<file path="src/rtl/axil_simd_rd.sv">
// AXI4-lite read broadcaster: one upstream read is replicated to M_COUNT lanes and the
// lane responses are merged into a single upstream response with optional divergence check.
module axil_simd_rd #(
    parameter int unsigned M_COUNT     = 8,
    parameter int unsigned ADDR_WIDTH  = 32,
    parameter int unsigned DATA_WIDTH  = 32,
    parameter int unsigned CHECK_MATCH = 1
) (
    input  logic                            clk,
    input  logic                            rst_n,
    input  logic [ADDR_WIDTH-1:0]           s_axil_araddr,
    input  logic [2:0]                      s_axil_arprot,
    input  logic                            s_axil_arvalid,
    output logic                            s_axil_arready,
    output logic [DATA_WIDTH-1:0]           s_axil_rdata,
    output logic [1:0]                      s_axil_rresp,
    output logic                            s_axil_rvalid,
    input  logic                            s_axil_rready,
    output logic [M_COUNT*ADDR_WIDTH-1:0]   m_axil_araddr,
    output logic [M_COUNT*3-1:0]            m_axil_arprot,
    output logic [M_COUNT-1:0]              m_axil_arvalid,
    input  logic [M_COUNT-1:0]              m_axil_arready,
    input  logic [M_COUNT*DATA_WIDTH-1:0]   m_axil_rdata,
    input  logic [M_COUNT*2-1:0]            m_axil_rresp,
    input  logic [M_COUNT-1:0]              m_axil_rvalid,
    output logic [M_COUNT-1:0]              m_axil_rready
);

    typedef enum logic [2:0] {
        StIdle    = 3'b001,
        StCollect = 3'b010,
        StResp    = 3'b100
    } state_t;

    state_t                          state_q, state_d;
    logic                            s_arready_q, s_arready_d;
    logic                            s_rvalid_q, s_rvalid_d;
    logic [DATA_WIDTH-1:0]           s_rdata_q, s_rdata_d;
    logic [1:0]                      s_rresp_q, s_rresp_d;
    logic [ADDR_WIDTH-1:0]           addr_q, addr_d;
    logic [2:0]                      prot_q, prot_d;
    logic [M_COUNT-1:0]              m_arvalid_q, m_arvalid_d;
    logic [M_COUNT-1:0]              m_rready_q, m_rready_d;
    logic [M_COUNT-1:0]              mask_q, mask_d;
    logic [M_COUNT*DATA_WIDTH-1:0]   lane_data_q, lane_data_d;
    logic [M_COUNT*2-1:0]            lane_resp_q, lane_resp_d;

    logic [M_COUNT-1:0]              cap;
    logic [1:0]                      merged_resp;
    logic                            mismatch;

    always_comb begin
        state_d     = state_q;
        s_arready_d = s_arready_q;
        s_rvalid_d  = s_rvalid_q;
        s_rdata_d   = s_rdata_q;
        s_rresp_d   = s_rresp_q;
        addr_d      = addr_q;
        prot_d      = prot_q;
        m_arvalid_d = m_arvalid_q;
        m_rready_d  = m_rready_q;
        mask_d      = mask_q;
        lane_data_d = lane_data_q;
        lane_resp_d = lane_resp_q;
        merged_resp = 2'b00;
        mismatch    = 1'b0;

        cap = m_axil_rvalid & m_rready_q;
        for (int i = 0; i < int'(M_COUNT); i++) begin
            if (cap[i]) begin
                lane_data_d[i*DATA_WIDTH +: DATA_WIDTH] = m_axil_rdata[i*DATA_WIDTH +: DATA_WIDTH];
                lane_resp_d[i*2 +: 2]                   = m_axil_rresp[i*2 +: 2];
            end
        end

        // Merge over the captured set including this cycle's captures.
        for (int i = 0; i < int'(M_COUNT); i++) begin
            if (lane_resp_d[i*2 +: 2] > merged_resp) begin
                merged_resp = lane_resp_d[i*2 +: 2];
            end
            if (lane_data_d[i*DATA_WIDTH +: DATA_WIDTH] != lane_data_d[DATA_WIDTH-1:0]) begin
                mismatch = 1'b1;
            end
        end
        if ((CHECK_MATCH != 0) && mismatch && (merged_resp < 2'b10)) begin
            merged_resp = 2'b10;
        end

        unique case (state_q)
            StIdle: begin
                s_arready_d = 1'b1;
                if (s_axil_arvalid && s_arready_q) begin
                    addr_d      = s_axil_araddr;
                    prot_d      = s_axil_arprot;
                    m_arvalid_d = '1;
                    m_rready_d  = '1;
                    mask_d      = '0;
                    s_arready_d = 1'b0;
                    state_d     = StCollect;
                end
            end
            StCollect: begin
                m_arvalid_d = m_arvalid_q & ~m_axil_arready;
                m_rready_d  = m_rready_q & ~cap;
                mask_d      = mask_q | cap;
                if (&mask_d) begin
                    s_rvalid_d = 1'b1;
                    s_rdata_d  = lane_data_d[DATA_WIDTH-1:0];
                    s_rresp_d  = merged_resp;
                    state_d    = StResp;
                end
            end
            StResp: begin
                if (s_axil_rready) begin
                    s_rvalid_d  = 1'b0;
                    s_arready_d = 1'b1;
                    state_d     = StIdle;
                end
            end
            default: begin
                state_d = StIdle;
            end
        endcase
    end

    always_ff @(posedge clk or negedge rst_n) begin
        if (!rst_n) begin
            state_q     <= StIdle;
            s_arready_q <= 1'b0;
            s_rvalid_q  <= 1'b0;
            s_rdata_q   <= '0;
            s_rresp_q   <= '0;
            addr_q      <= '0;
            prot_q      <= '0;
            m_arvalid_q <= '0;
            m_rready_q  <= '0;
            mask_q      <= '0;
            lane_data_q <= '0;
            lane_resp_q <= '0;
        end else begin
            state_q     <= state_d;
            s_arready_q <= s_arready_d;
            s_rvalid_q  <= s_rvalid_d;
            s_rdata_q   <= s_rdata_d;
            s_rresp_q   <= s_rresp_d;
            addr_q      <= addr_d;
            prot_q      <= prot_d;
            m_arvalid_q <= m_arvalid_d;
            m_rready_q  <= m_rready_d;
            mask_q      <= mask_d;
            lane_data_q <= lane_data_d;
            lane_resp_q <= lane_resp_d;
        end
    end

    assign s_axil_arready = s_arready_q;
    assign s_axil_rvalid  = s_rvalid_q;
    assign s_axil_rdata   = s_rdata_q;
    assign s_axil_rresp   = s_rresp_q;
    assign m_axil_araddr  = {M_COUNT{addr_q}};
    assign m_axil_arprot  = {M_COUNT{prot_q}};
    assign m_axil_arvalid = m_arvalid_q;
    assign m_axil_rready  = m_rready_q;

endmodule

</file>
<file path="config.mk">
export PLATFORM = sky130hd
export DESIGN_NAME = axil_simd_rd
export DESIGN_NICKNAME = d
export VERILOG_FILES = /design/src/rtl/axil_simd_rd.sv
export SDC_FILE = /design/constraint.sdc
export NUM_CORES = 1
export LEC_CHECK = 0
export CORE_AREA = 4 4 257 259
export DETAILED_ROUTE_END_ITERATION = 7
export DIE_AREA = 0 0 261 263
export SLEW_MARGIN = 20
export SYNTH_ARGS = -nofsm -noshare
export SYNTH_HDL_FRONTEND = slang
export SYNTH_SLANG_ARGS = --single-unit
</file>
<file path="constraint.sdc">
create_clock -name clk -period 8.7 [get_ports clk]
set_input_delay 2.61 -clock clk [delete_from_list [all_inputs] [get_ports clk]]
set_output_delay 2.61 -clock clk [all_outputs]
set_load 0.05 [all_outputs]
</file>
==> metrics.cfg <==
[synthesis]
synthesis.nets=2160
synth-edff-count=0
ys_top_cells_by_count=dfrtp_1, buf_4, inv_1
syn_area_mm2=0.0196
synth_async_sr_flop_share_pct=100
synth.area.top_cells=dfrtp_1, buf_4, mux2_2
yosysWarnings=0
yosys.area.top_type_share_pct=47.1
yosysSeqAreaShare_pct=47.2
synthMostInstantiatedCell=dfrtp_1
synthFlopType=dfrtp_1
synth.distinct_cells=72
yosysTopAreaCell=dfrtp_1
avgSynthCellArea_um2=10.8
syn_inst=1812
synth-seq-cells=370

[floorplan]
fp.dieH_um=263
core_area_mm2=0.0639
start_util_pct=30.7
die-area_mm2=0.0686
io_pins=659
die_x_um=261
rows=93

[clocking]
clock_latency_ps=580
cts_max_level=2
clock_sinks=370
root_buffer=clkbuf_16
clockBufferDepth=3
numCtsBuffers=44
tritoncts=done
clk_pin_slew_ps=60

[critical_path]
cp.required_ps=9170
critPathSlowestCell=clkdlybuf4s50_1
critPathKind=primary input to flip-flop
startpoint_type=primary input
reg2reg_depth=41
rr_endpoint=s_axil_rresp[0]
rr_startpoint=m_axil_rready[1]
critPathCaptureType=flip-flop
max_stage_delay_ps=480
ff2ff_setup_slack_ps=1940
startpoint=m_axil_rresp[1]
cp_data_arrival_time_ps=8890
worstPathMaxFanout=4

[pwr]
power.leakage_uw=0.0119
power_density_mw_per_mm2=406
vdd_ir_drop_max_mv=0.317
power_uw=11100

[placed_design]
place_hpwl_um=60900
gp_congestion=0.866
portBuffers=658

[worst_hold_path]
hold_path.class=flip-flop to flip-flop
hold_depth=1
min_from=m_axil_arvalid[6]
hold_path_end=m_axil_arvalid[6]

[global_routing]
antenna_found_initial=39
grt_pass1_vias=15900
gr-total-overflow=0
grt_usage_pct=22.4
grt_max_degree=172
grt_pass1_wl_um=112000

[timing]
finalCritPeriodShare_pct=96.7
max_freq_mhz=119
setup_viol=0
fin_crit_ps=8410
slew_violations=0
fin_skew_ps=16.2
fin_setup_tns_ps=0
report.final.hold_viol_count=0
tightest_slew_ps=1050
maxSlewHeadroom_pct=30.0

[cells_and_area]
fin_util_pct=42.7
nets=2622
drive_above_1_share_pct=16.2
syn2layout_area_growth_pct=39.3
n_fill_cell=5961

[drt]
wl_per_cell_um=25.2
drt_iter0_drc=882
drt_pass1_iterations=6
detail-route-antenna-nets=0
drt-total-wl_um=80400
viasPerCell=4.85
drc=0
vias=15400

[job]
drv_cap=0

[run_status]
status=completed

## flip-flops by register name, summed over array words and instances (netlist names), 2 cells and up, named ones only
| name | count |
|---|---|
| m_axil_rready | 8 |
| state_q | 3 |
| addr_q | 32 |
| lane_resp_q | 15 |
| s_axil_rresp | 2 |
| m_axil_arvalid | 8 |
| prot_q | 3 |
| lane_data_q | 256 |
| mask_q | 8 |
| s_axil_rdata | 32 |
## worst max-delay path, delay by kind of cell
kind,cells,cell delay [ps]
AOI/OAI and AO/OA,16,2700
and+or+nand+nor,11,1140
muxes,1,80
buffers and inverters,5,910
adders and majority gates,7,1420
## report_power, final
group | internal (uW) | total (uW) | switching (uW)
clock network | 1080 | 1860 | 780
registers | 2220 | 2610 | 395
logic | 2370 | 6620 | 4250
total | 5670 | 11100 | 5430
## timing repair
action,CTS,global route
buffers inserted,0,8
gates resized for setup,2,31
gates cloned,0,0
pin swaps,0,15
setup endpoints to repair,1,1
hold buffers,0,0
## cells by family (layout without fill, tap and decap cells)
kind of cell             Yosys count  after routing  synth area share (%)
flip-flops                       370            370                  47.2
adder cells (fa/ha/maj)           21             21                  1.34
AND/OR/NAND/NOR                  346            346                  9.53
multiplexers                     249            249                  13.8
buffers and inverters            465            961                  14.0
XOR/XNOR                         100            100                  4.47
other                              0             23                     0
AO/OA/AOI/OAI                    261            261                  9.71
## area by class of cell
| type | instances | area [um^2] | share of cell area (%) |
|---|---|---|---|
| Antenna cell | 23 | 57.6 | 0.211 |
| Clock buffer | 66 | 1320 | 4.82 |
| Clock inverter | 14 | 114 | 0.417 |
| Inverter | 152 | 571 | 2.09 |
| Multi-Input combinational cell | 977 | 7780 | 28.5 |
| Sequential cell | 370 | 9260 | 33.9 |
| Tap cell | 855 | 1070 | 3.92 |
| Timing Repair Buffer | 729 | 7130 | 26.1 |
## per-stage QoR
step | worst slack (ps) | area [um^2] | cells | hold WS [ps]
global route | -75.3 | 27300 | 3178 | 503
finish | 286 | 27300 | 3186 | 479
global placement | -455 | 25600 | 3075 | 460
floorplan | 10.9 | 19600 | 1812 | 455
detailed placement | -823 | 25600 | 3075 | 466
CTS | 102 | 27100 | 3155 | 479
## layer usage
| layer | vias to the layer above | wire length, um | share of wire, % | global-route usage (%) |
|---|---|---|---|---|
| li1 | 6945 | - | - | - |
| met1 | 7715 | 29700 | 37 | 25.0 |
| met2 | 615 | 42000 | 52 | 40.3 |
| met3 | 151 | 5850 | 7.3 | 5.83 |
| met4 | 22 | 2670 | 3.3 | 8.89 |
| met5 | - | 148 | 0.18 | 0 |
## worst max-delay path by stage
stage	endpoint	slack, ps	depth (start not counted)
2_1_floorplan	s_axil_rresp[0]	10	40
3_5_place_dp	s_axil_rresp[0]	-820	39
6_report	s_axil_rresp[0]	290	40
5_1_grt	s_axil_rresp[0]	-80	41
4_1_cts	s_axil_rresp[0]	100	39
3_3_place_gp	s_axil_rresp[0]	-450	39
## layout by cell type, fill, tap and decap left out, drive strengths merged, types with 6 or more instances in the layout
cell           instances
clkdlybuf4s50        654
dfrtp                369
inv                  155
mux2                 138
mux2i                111
xnor2                 79
buf                   73
nand2                 72
clkbuf                67
and3                  60
nor2                  47
nand3                 37
o21ai                 37
a21boi                36
a21oi                 34
nor4                  26
diode                 23
a21o                  22
xor2                  21
o22ai                 21
ha                    21
or2                   20
a2111oi               19
a21bo                 18
or3                   17
and2                  15
a2bb2oi               12
nor3                  12
nand4                 11
a211oi                10
clkinv                10
or4                    8
o211ai                 7
nand2b                 6
Note: power is estimated with default switching activity, not from simulation.
